===== src/rtl/vedic_pkg.sv =====
// Shared types and constants for the Vedic product accumulator.
package vedic_pkg;

  // Default accumulator width; 12 bits hold 16 x 225 = 3600 without saturating.
  localparam int DEF_ACC_W = 12;
  // Default batch-length field width; a length of 0 encodes 2^DEF_LEN_W products.
  localparam int DEF_LEN_W = 4;
  // Width of one product from the 4x4 multiplier.
  localparam int PROD_W    = 8;

  typedef enum logic {
    ACCUM  = 1'b0,
    OUTPUT = 1'b1
  } state_e;

endpackage


===== src/rtl/vedic_sat_add.sv =====
// Combinational unsigned saturating adder: accumulator plus one 8-bit product.
module vedic_sat_add
  import vedic_pkg::*;
#(
  parameter int ACC_W = DEF_ACC_W
) (
  input  logic [ACC_W-1:0]  acc_i,
  input  logic [PROD_W-1:0] prod_i,
  output logic [ACC_W-1:0]  sum_o,
  output logic              ovf_o
);

  logic [ACC_W:0] sum_wide;

  // Add in ACC_W+1 bits; the carry-out marks overflow and forces all-ones.
  always_comb begin
    sum_wide = {1'b0, acc_i} + {{(ACC_W + 1 - PROD_W){1'b0}}, prod_i};
    ovf_o    = sum_wide[ACC_W];
    sum_o    = sum_wide[ACC_W] ? '1 : sum_wide[ACC_W-1:0];
  end

endmodule


===== src/rtl/vedic_product_accumulator.sv =====
// Sums a programmable-length batch of multiplier products into a saturating
// accumulator and hands the batch result downstream over valid/ready.
module vedic_product_accumulator
  import vedic_pkg::*;
#(
  parameter int ACC_W = DEF_ACC_W,
  parameter int LEN_W = DEF_LEN_W
) (
  input  logic              clk,
  input  logic              rst_n,
  input  logic              ena,
  input  logic              clear,
  input  logic [LEN_W-1:0]  acc_len,
  input  logic              prod_valid,
  input  logic [PROD_W-1:0] prod_data,
  output logic              prod_ready,
  output logic              res_valid,
  output logic [ACC_W-1:0]  res_data,
  output logic              res_ovf,
  input  logic              res_ready
);

  state_e             state_q, state_d;
  logic [ACC_W-1:0]   acc_q, acc_d;
  logic [LEN_W-1:0]   cnt_q, cnt_d;
  logic [LEN_W-1:0]   len_q, len_d;
  logic               ovf_q, ovf_d;
  logic [ACC_W-1:0]   res_data_q, res_data_d;
  logic               res_ovf_q, res_ovf_d;

  logic [ACC_W-1:0]   add_sum;
  logic               add_ovf;
  logic [LEN_W-1:0]   len_eff;
  logic [LEN_W-1:0]   len_m1;
  logic               accept;
  logic               last_beat;

  vedic_sat_add #(
    .ACC_W (ACC_W)
  ) u_sat_add (
    .acc_i  (acc_q),
    .prod_i (prod_data),
    .sum_o  (add_sum),
    .ovf_o  (add_ovf)
  );

  // Handshake qualifiers and batch-length decode; L-1 wraps so length 0 gives 2^LEN_W-1.
  always_comb begin
    prod_ready = (state_q == ACCUM) && ena && !clear;
    accept     = prod_valid && prod_ready;
    len_eff    = (cnt_q == '0) ? acc_len : len_q;
    len_m1     = len_eff - LEN_W'(1);
    last_beat  = accept && (cnt_q == len_m1);
  end

  // Next-state logic: clear beats both handshakes; ena=0 holds everything.
  always_comb begin
    // NOTE: every _d gets its hold value first so no path leaves it unassigned (no latch).
    state_d    = state_q;
    acc_d      = acc_q;
    cnt_d      = cnt_q;
    len_d      = len_q;
    ovf_d      = ovf_q;
    res_data_d = res_data_q;
    res_ovf_d  = res_ovf_q;
    if (ena) begin
      if (clear) begin
        state_d = ACCUM;
        acc_d   = '0;
        cnt_d   = '0;
        ovf_d   = 1'b0;
      end else begin
        case (state_q)
          ACCUM: begin
            if (accept) begin
              acc_d = add_sum;
              ovf_d = ovf_q | add_ovf;
              if (cnt_q == '0) begin
                len_d = acc_len;
              end
              if (last_beat) begin
                state_d    = OUTPUT;
                cnt_d      = '0;
                res_data_d = add_sum;
                res_ovf_d  = ovf_q | add_ovf;
              end else begin
                cnt_d = cnt_q + LEN_W'(1);
              end
            end
          end
          OUTPUT: begin
            if (res_ready) begin
              state_d = ACCUM;
              acc_d   = '0;
              cnt_d   = '0;
              ovf_d   = 1'b0;
            end
          end
          default: state_d = ACCUM;
        endcase
      end
    end
  end

  // State registers with synchronous active-low reset.
  always_ff @(posedge clk) begin
    // NOTE: reset is sampled on the clock edge only, so rst_n stays out of the sensitivity list.
    if (!rst_n) begin
      state_q    <= ACCUM;
      acc_q      <= '0;
      cnt_q      <= '0;
      len_q      <= '0;
      ovf_q      <= 1'b0;
      res_data_q <= '0;
      res_ovf_q  <= 1'b0;
    end else begin
      // NOTE: non-blocking assignments keep every register updating from pre-edge values.
      state_q    <= state_d;
      acc_q      <= acc_d;
      cnt_q      <= cnt_d;
      len_q      <= len_d;
      ovf_q      <= ovf_d;
      res_data_q <= res_data_d;
      res_ovf_q  <= res_ovf_d;
    end
  end

  assign res_valid = (state_q == OUTPUT);
  assign res_data  = res_data_q;
  assign res_ovf   = res_ovf_q;

endmodule

===== config.mk =====
export PLATFORM = sky130hd
export DESIGN_NAME = vedic_product_accumulator
export DESIGN_NICKNAME = d
export VERILOG_FILES = /design/src/rtl/vedic_pkg.sv /design/src/rtl/vedic_sat_add.sv /design/src/rtl/vedic_product_accumulator.sv
export SDC_FILE = /design/constraint.sdc
export NUM_CORES = 1
export LEC_CHECK = 0
export CAP_MARGIN = 20
export CORE_ASPECT_RATIO = 1.75
export CORE_MARGIN = 1.5
export CORE_UTILIZATION = 48
export CTS_BUF_LIST = sky130_fd_sc_hd__clkbuf_16
export CTS_CLUSTER_DIAMETER = 80
export CTS_CLUSTER_SIZE = 24
export DETAILED_ROUTE_END_ITERATION = 12
export GPL_ROUTABILITY_DRIVEN = 0
export PLACE_DENSITY = 0.76
export SYNTH_ARGS = -nofsm -noshare
export SYNTH_HDL_FRONTEND = slang
export SYNTH_SLANG_ARGS = --single-unit

===== constraint.sdc =====
create_clock -name clk -period 2.5 [get_ports clk]
set_input_delay 0.5 -clock clk [delete_from_list [all_inputs] [get_ports clk]]
set_output_delay 0.5 -clock clk [all_outputs]
set_load 0.05 [all_outputs]

==> impl_results.md, run 1 <==
* Status: finished with violations
* Failing checks: setup timing
* Final slew viol count at 0
* Clk_lat worst skew at 280 ps
* CTS tree: built
* RSZ-0062 raised after global routing: yes
* Crit path kind: flip-flop to flip-flop
* Largest family of logic cells by synthesized area: compound AO/OA/AOI/OAI gates
* I/O Buffers at 32
* Max-slew headroom at 66.1%
* Max_cap viols at 0
* Fin. Hold Viols at 0
* Worst setup EP type: flip-flop
* Top cells by area, synth: dfxtp_1, ha_1, a21oi_1, a211oi_2, nor2_1
* Crit path required time at 2670 ps
* Crit Path Max Fanout at 8
* Fraction of registers with async set/reset at 0%
* Initial Util at 50.6%
* Drt pass-1 iters at 4
* Total Neg Setup Slack at -40.6 ps
* Syn Nets at 278
* Met3 wire len at 122 µm
* Die W at 53.0 µm
* Synthesized area at 0.00210 mm²
* Synth warn at 0
* Synth Area in XOR/XNOR at 3.75%
* Finished Layout Cells at 373
* Core ar. at 0.00415 mm²
* Sequential cell area fraction in the yosys report at 33.4%
* Commonest non-fill, non-tap cell in the layout: buf_4
* Max Freq at 397 MHz
* Dpl cells at 353
* DRC viols at 0
* Final setup violating endpoints at 3
* I/O Pins at 33
* DR WL met2 at 3080 µm
* Worst Path Arrival at 2690 ps
* Drt initial violations at 43
* Via count at 2114
* Post-synthesis cell type count at 47
* Worst setup SP type: flip-flop
* Synth Flop Type: dfxtp_1
* DP Area at 0.00272 mm²
* Adder-Cell Fraction of Synth Area at 7.51%
* Avg Vias per Cell at 5.67
* Mux cell area share after synthesis at 3.16%
* Fin crit share at 101%
* Die footprint at 0.00480 mm²
* Highest metal used: met4
* Lkg Pwr at 1.23 nW
* Period minus WS final at 2520 ps
* VDD IR max at 0.423 mV
* # rows at 31
* Pwr dens at 453 mW/mm²
* Final nets at 353
* Hold Crit Class: flip-flop to flip-flop
* Post-synthesis compound-gate area fraction at 26.3%
* Post-synth EDFFs at 0
* Metal1 wirelength at 2160 µm
* WHS at 458 ps
* Clk root buf: clkbuf_16
* P&R area growth vs syn at 49.1%
* Synth Area in Simple Gates at 20.6%
* Synth area leader: dfxtp_1
* Initial antenna violation count at 0
* Die H at 90.5 µm
* HPWL Detailed at 3660 µm
* #FFs+latches synth at 35
* Layout cell share with drive strength beyond 1 at 29.6%
* Largest net degree at the start of global routing at 24
* Htree depth at 2
* Grt ovf at 0
* Avg Cell Area, Syn at 8.47 µm²
* Routed Antenna Nets at 0
* Reg clk slew, reported paths at 50 ps
* First-pass GRT wire length at 8250 µm
* Max clock buf depth at 2
* Synth Instances at 248
* Routed wire length at 5610 µm
* Clock sinks at 35
* GRT Overall Usage at 22.9%
* Post-CTS Hold Buffers at 0
* Num CTS Buffers at 5
* Ant diodes at 0
* Final instance area at 0.00313 mm²
* Worst slew pin tran at 507 ps
* Top cell type's share of synthesized area at 33.4%
* Vias in the first global route at 1935
* Most frequent cells in the layout: buf_4, dfxtp_1, clkdlybuf4s50_1
* Mean routed wirelength per cell at 15.0 µm
* PnR worst setup slack at -17.0 ps
* Worst Skew at 2.94 ps
==> routing by layer <==
metal,GRT usage (%),vias to the layer above
met5,0,-
met4,12.8,0
met3,3.48,22
met2,41.3,42
met1,23.6,1001
li1,-,1049
==> cells in the mapped netlist, types with 3 or more instances <==
master	count
buf_6	4
or3_1	3
nand2_1	22
o21a_1	3
o21ai_0	15
a21o_1	4
ha_1	11
mux2i_1	3
clkbuf_1	10
nand2b_1	6
a211oi_2	8
nor2_1	24
dfxtp_1	35
nor3_1	4
inv_1	6
and2_1	3
a21oi_1	26
nand3_1	11
o21ai_1	3
xnor2_1	4
a211oi_1	8
xor2_1	5
==> logic make-up after synthesis <==
family	Yosys count
AOI/OAI and AO/OA	81
xor gates and xnor gates	9
adders and majority gates	12
buffers and inverters	21
DFF	35
muxes	6
and+or+nand+nor	84
==> registers in the layout, indices dropped and copies added (netlist names) <==
| register | cells |
|---|---|
| ovf_q | 1 |
| cnt_q | 4 |
| res_valid | 1 |
| res_data | 12 |
| len_q | 4 |
| res_ovf | 1 |
| acc_q | 12 |
==> critical path, cell delays in order (launching register included) <==
cell and delay, ps:
dfxtp_1 320, inv_2 70, ha_4 140, nor3b_4 180, buf_6 160, mux2i_4 280, ha_4 230, xor2_1 140
nand2_1 100, nor4_4 240, buf_4 190, buf_12 130, a211oi_1 50, a31o_1 180
==> path summary, 6_finish.rpt <==
kind,from,endpoint,slack [ps],cells past startpoint
worst max-delay path,cnt_q[1],cnt_q[3],-20,13
worst min-delay path,acc_q[5],acc_q[5],460,2
worst max register to register,cnt_q[1],cnt_q[3],-20,13
worst min register to register,acc_q[5],acc_q[5],460,2
==> area by class of cell <==
class	count	area (µm²)
clock buffer	5	125
clock inverter	3	15.0
fill	290	1020
inverter	6	22.5
multi-input combinational	192	1410
sequential	35	702
tap	49	61.3
timing repair buffer	83	798
==> per-stage QoR <==
step / util [%] / power (mW) / setup slack [ps]
after floorplan: - / 0.716 / 7.83
after global placement: 65.6 / 0.809 / -256
after detailed placement: 65.6 / 0.812 / -326
after CTS: 71.7 / 1.42 / 14.5
after global routing: 75.4 / 1.48 / -127
final: 75.4 / 1.42 / -17.0
==> where the power goes <==
part           total [mW]  switching, mW  internal (mW)
logic               0.257          0.130          0.128
clock network       0.585          0.222          0.363
registers           0.576        0.00773          0.569
==> what timing repair did <==
| action | in CTS | in global routing |
|---|---|---|
| cloned | 1 | 2 |
| pin swaps | 3 | 18 |
| buffers inserted | 6 | 3 |
| setup endpoints to repair | 25 | 28 |
| gates resized for setup | 7 | 25 |
No activity file was read; power rests on OpenSTA's default activity.
==> inputs of run 2 (changes only) <==
--- a/config.mk
+++ b/config.mk
@@ -14,7 +14,10 @@
 export CTS_CLUSTER_SIZE = 24
 export DETAILED_ROUTE_END_ITERATION = 12
 export GPL_ROUTABILITY_DRIVEN = 0
+export MAX_ROUTING_LAYER = met4
 export PLACE_DENSITY = 0.76
+export RECOVER_POWER = 50
+export SETUP_SLACK_MARGIN = 0.5
 export SYNTH_ARGS = -nofsm -noshare
 export SYNTH_HDL_FRONTEND = slang
 export SYNTH_SLANG_ARGS = --single-unit
==> impl_results.md, run 2 (synthesis results as in run 1) <==
* Failing checks: setup timing
* Reg clk slew, reported paths at 60 ps
* Layout cell share with drive strength beyond 1 at 43.2%
* Max clock buf depth at 2
* Place WS at -311 ps
* Period minus WS final at 2520 ps
* Fin crit share at 101%
* Reg-to-reg critical path startpoint: cnt_q[0]
* Max-slew headroom at 60.5%
* Psw at 0.424 mW
* Most frequent cells in the layout: buf_4, dfxtp_1, nor2_1
* Vias in the first global route at 2367
* GRT Overall Usage at 32.4%
* Internal Power at 1.19 mW
* Crit Path Max Fanout at 11
* Commonest non-fill, non-tap cell in the layout: buf_4
* Worst setup EP type: flip-flop
* Clk root buf: clkbuf_16
* Die H at 90.5 µm
* Combinational group share of total power at 20.1%
* Via count at 2345
* Routed wire length at 7750 µm
* CP max-delay cell: dfxtp_2
* Switching share of power at 26.2%
* Pwr dens at 460 mW/mm²
* R2r worst-path depth at 13
* Worst Skew at 4.54 ps
* RSZ-0062 raised after global routing: yes
* First-pass GRT wire length at 11200 µm
* Fin util at 84.6%
* Initial antenna violation count at 0
* Num CTS Buffers at 5
* Clk_lat worst skew at 280 ps
* Final slew viol count at 0
* Worst reg2reg endpoint: res_data[10]
* Drt pass-1 iters at 4
* I/O Pins at 33
* Grt ovf at 0
* Worst Path Arrival at 2670 ps
* CP cell instances: inv_2 -> ha_4 -> nor3b_4 -> buf_6 -> mux2i_4 -> ha_4 -> xor2_1 -> nand2_1 -> nor4_4 -> buf_6 -> buf_12 -> mux2i_2 -> nor2_1
* Critical Path Max Stage Delay at 330 ps
* Initial Util at 50.6%
* Final setup violating endpoints at 2
* Sequential share of power at 35.8%
* Clock sinks at 35
* # rows at 31
* Max Freq at 397 MHz
* Max_cap viols at 0
* VDD IR max at 0.423 mV
* Worst setup SP type: flip-flop
* I/O Buffers at 32
* Htree depth at 2
* Ant diodes at 0
* Clk pwr share at 44.1%
* Fin. Hold Viols at 0
* Final nets at 358
* Worst slew pin tran at 595 ps
* Largest net degree at the start of global routing at 29
* DRC viols at 0
* Die W at 53.0 µm
* Final total power at 1.62 mW
* P&R area growth vs syn at 67.2%
* Die footprint at 0.00480 mm²
* Routed Antenna Nets at 0
* CP startpoint: cnt_q[0]
* Lkg Pwr at 1.32 nW
* PnR worst setup slack at -16.3 ps
* Hold Crit Class: flip-flop to flip-flop
* HPWL Detailed at 3950 µm
* Drt initial violations at 67
* Critical Path Sink: res_data[10]
* Setup slack, reg-to-reg at -20 ps
* CTS tree: built
* Status: finished with violations
* Crit path required time at 2650 ps
* Post-CTS Hold Buffers at 0
* Core ar. at 0.00415 mm²
* Mean routed wirelength per cell at 20.5 µm
* Crit path kind: flip-flop to flip-flop
* Avg Vias per Cell at 6.20
## run 2: cell count changes in the layout (fill, tap and decap cells not counted), sizes merged
cell	delta
buf	+9
clkdlybuf4s15	+2
clkdlybuf4s50	-10
dlygate4sd2	+4
clkinv	-1
bufinv	+1
## run 2: what timing repair did
item,4_1_cts,5_1_grt
gates cloned,2,0
pin swaps,34,18
endpoints found under the setup margin,31,34
buffers inserted,16,6
resized for setup,85,17
## run 2: worst max-delay path: cells and delay by family, from the launching register on
family	cells	cell delay, ps
AND/OR/NAND/NOR	4	540
multiplexers	2	510
XOR/XNOR	1	120
buffers and inverters	4	530
adder cells (fa/ha/maj)	2	350
flip-flops	1	330
## run 2: worst min-delay path by stage
stage / endpoint / depth (start not counted) / startpoint
global placement: acc_q[4] / 2 / acc_q[4]
finish: res_data[8] / 2 / res_data[8]
detailed placement: acc_q[4] / 2 / acc_q[4]
floorplan: acc_q[2] / 2 / acc_q[2]
global route: res_data[8] / 2 / res_data[8]
CTS: ovf_q / 2 / ovf_q
## run 2: power by group through the flow
stage / clock, mW / sequential (mW) / combinational, mW
global placement: 0 / 0.587 / 0.229
detailed placement: 0 / 0.588 / 0.234
global route: 0.727 / 0.580 / 0.343
finish: 0.712 / 0.579 / 0.324
CTS: 0.700 / 0.579 / 0.292
floorplan: 0 / 0.594 / 0.133
## run 2: final cells by class
class	instances	area, µm²
Clock buffer	5	125
Clock inverter	3	38.8
Fill cell	200	639
Inverter	6	25.0
Multi-Input combinational cell	192	1690
Sequential cell	35	706
Tap cell	49	61.3
Timing Repair Buffer	88	870
## run 2: per-layer routing
metal | vias to the layer above | track usage [%] | share of wire (%)
met2 | 97 | 55.5 | 55
li1 | 1056 | - | -
met1 | 1156 | 30.4 | 35
met4 | 0 | 22.4 | 5.3
met5 | - | - | 0
met3 | 36 | 6.79 | 4.4
## run 2: per-stage QoR
step,setup TNS [ps],hold WS (ps),area [µm²],std cells
final,-16.7,489,3510,378
after CTS,0,480,3400,372
after global placement,-4780,447,2730,346
after floorplan,0,440,2190,248
after global routing,-713,512,3510,378
after detailed placement,-5360,459,2730,346
==> inputs of run 3 (changes only) <==
--- a/config.mk
+++ b/config.mk
@@ -8,14 +8,14 @@
 export CAP_MARGIN = 20
 export CORE_ASPECT_RATIO = 1.75
 export CORE_MARGIN = 1.5
-export CORE_UTILIZATION = 48
-export CTS_BUF_LIST = sky130_fd_sc_hd__clkbuf_16
+export CORE_UTILIZATION = 55
+export CTS_BUF_LIST = sky130_fd_sc_hd__clkbuf_8
 export CTS_CLUSTER_DIAMETER = 80
 export CTS_CLUSTER_SIZE = 24
 export DETAILED_ROUTE_END_ITERATION = 12
 export GPL_ROUTABILITY_DRIVEN = 0
 export MAX_ROUTING_LAYER = met4
-export PLACE_DENSITY = 0.76
+export PLACE_DENSITY = 0.82
 export RECOVER_POWER = 50
 export SETUP_SLACK_MARGIN = 0.5
 export SYNTH_ARGS = -nofsm -noshare
==> constraint.sdc (replaced) <==
create_clock -name clk -period 2.9 [get_ports clk]
set_input_delay 0.58 -clock clk [delete_from_list [all_inputs] [get_ports clk]]
set_output_delay 0.58 -clock clk [all_outputs]
set_load 0.05 [all_outputs]
==> impl_results.md, run 3 (synthesis results as in run 1) <==
* Core ar. at 0.00363 mm²
* Worst Path Arrival at 2860 ps
* RSZ-0062 raised after global routing: yes
* Max Freq at 379 MHz
* Fin. Hold Viols at 0
* Crit path kind: flip-flop to flip-flop
* Routed wire length at 6450 µm
* Crit path required time at 3120 ps
* Clk_lat worst skew at 290 ps
* Ant diodes at 0
* Drt pass-1 iters at 4
* Grt ovf at 0
* Dpl cells at 323
* Worst Skew at 9.78 ps
* P&R area growth vs syn at 38.2%
* HPWL Detailed at 3460 µm
* CTS tree: built
* Total Neg Setup Slack at 0 ps
* Hold Crit Class: flip-flop to flip-flop
* Commonest non-fill, non-tap cell in the layout: dfxtp_1
* I/O Buffers at 32
* Max clock buf depth at 2
* Drt initial violations at 119
* Reg clk slew, reported paths at 70 ps
* Final nets at 331
* GRT Overall Usage at 32.6%
* Largest net degree at the start of global routing at 29
* First-pass GRT wire length at 10100 µm
* Clk root buf: clkbuf_8
* Max-slew headroom at 30.1%
* Max_cap viols at 0
* Worst slew pin tran at 1050 ps
* Crit Path Max Fanout at 8
* Die H at 84.7 µm
* Most frequent cells in the layout: dfxtp_1, nor2_1, nand2_1, buf_4, a21oi_1
* Mean routed wirelength per cell at 18.5 µm
* # rows at 29
* Final slew viol count at 0
* Finished Layout Cells at 348
* Pwr dens at 400 mW/mm²
* Clock sinks at 35
* Final setup violating endpoints at 0
* Worst setup SP type: flip-flop
* Final total power at 1.16 mW
* Die W at 49.7 µm
* Lkg Pwr at 1.14 nW
* Period minus WS final at 2640 ps
* Layout cell share with drive strength beyond 1 at 24.2%
* I/O Pins at 33
* Num CTS Buffers at 5
* Post-CTS Hold Buffers at 0
* Initial antenna violation count at 0
* Avg Vias per Cell at 6.17
* Worst setup EP type: flip-flop
* VDD IR max at 0.543 mV
* WHS at 456 ps
* DRC viols at 0
* Routed Antenna Nets at 0
* Initial Util at 57.9%
* Fin crit share at 91.0%
* Die footprint at 0.00421 mm²
* Status: complete, no violations
* Vias in the first global route at 2189
* Via count at 2146
* Htree depth at 2
run 3: cell count changes in the layout (fill, tap and decap cells not counted), moves of 6 or more:
| cell | delta |
|---|---|
| ha_4 | -8 |
| buf_4 | -13 |
| o21ai_2 | -8 |
| o21ai_0 | +8 |
| buf_6 | -17 |
| ha_1 | +6 |
| clkbuf_8 | +6 |
| dlygate4sd3_1 | +14 |
run 3: per-stage QoR:
step / worst slack [ps] / area [µm²] / utilization, %
finish: 260 / 2900 / 80.0
global route: 172 / 2900 / 80.0
CTS: 364 / 2830 / 78.1
detailed placement: 16.6 / 2510 / 69.1
global placement: 23.7 / 2510 / 69.1
floorplan: 515 / 2120 / -
run 3: per-layer routing:
| layer | track usage, % | wire length, µm |
|---|---|---|
| met1 | 30.2 | 2210 |
| met2 | 57.8 | 3470 |
| met3 | 6.41 | 338 |
| met4 | 22.7 | 436 |
| met5 | - | 0 |
run 3: timing repair:
action / CTS / global route
cloned: 3 / 0
gates resized for setup: 18 / 14
pin swaps: 11 / 4
buffers inserted: 11 / 3
setup endpoints to repair: 31 / 26
run 3: path summary, 6_finish.rpt:
path         startpoint           to  slack (ps)  depth (start not counted)
max            cnt_q[1]  res_data[8]         260                         12
min            acc_q[2]     acc_q[2]         460                          2
max reg2reg    cnt_q[1]  res_data[8]         260                         12
min reg2reg    acc_q[2]     acc_q[2]         460                          2
run 3: area by class of cell:
type	instances	area, µm²
clock buffer	6	82.6
clock inverter	2	35.0
fill	229	727
inverter	6	27.5
multi-input combinational	192	1390
sequential	35	708
tap	46	57.6
timing repair buffer	61	598
run 3: power breakdown:
group          switching [mW]  leakage (nW)  internal, mW
registers             0.00673         0.284         0.488
clock network           0.179        0.0612         0.278
logic                   0.117         0.791        0.0914
run 3: worst max-delay path, cell delays in order, from the launching register on:
cell and delay (ps):
dfxtp_4 360, inv_4 60, ha_4 130, nor3b_4 290, mux2i_2 290, ha_1 290
xor2_1 160, nand2_1 120, nor4_4 190, buf_4 210, buf_12 140, o211ai_1 130
a21oi_1 190
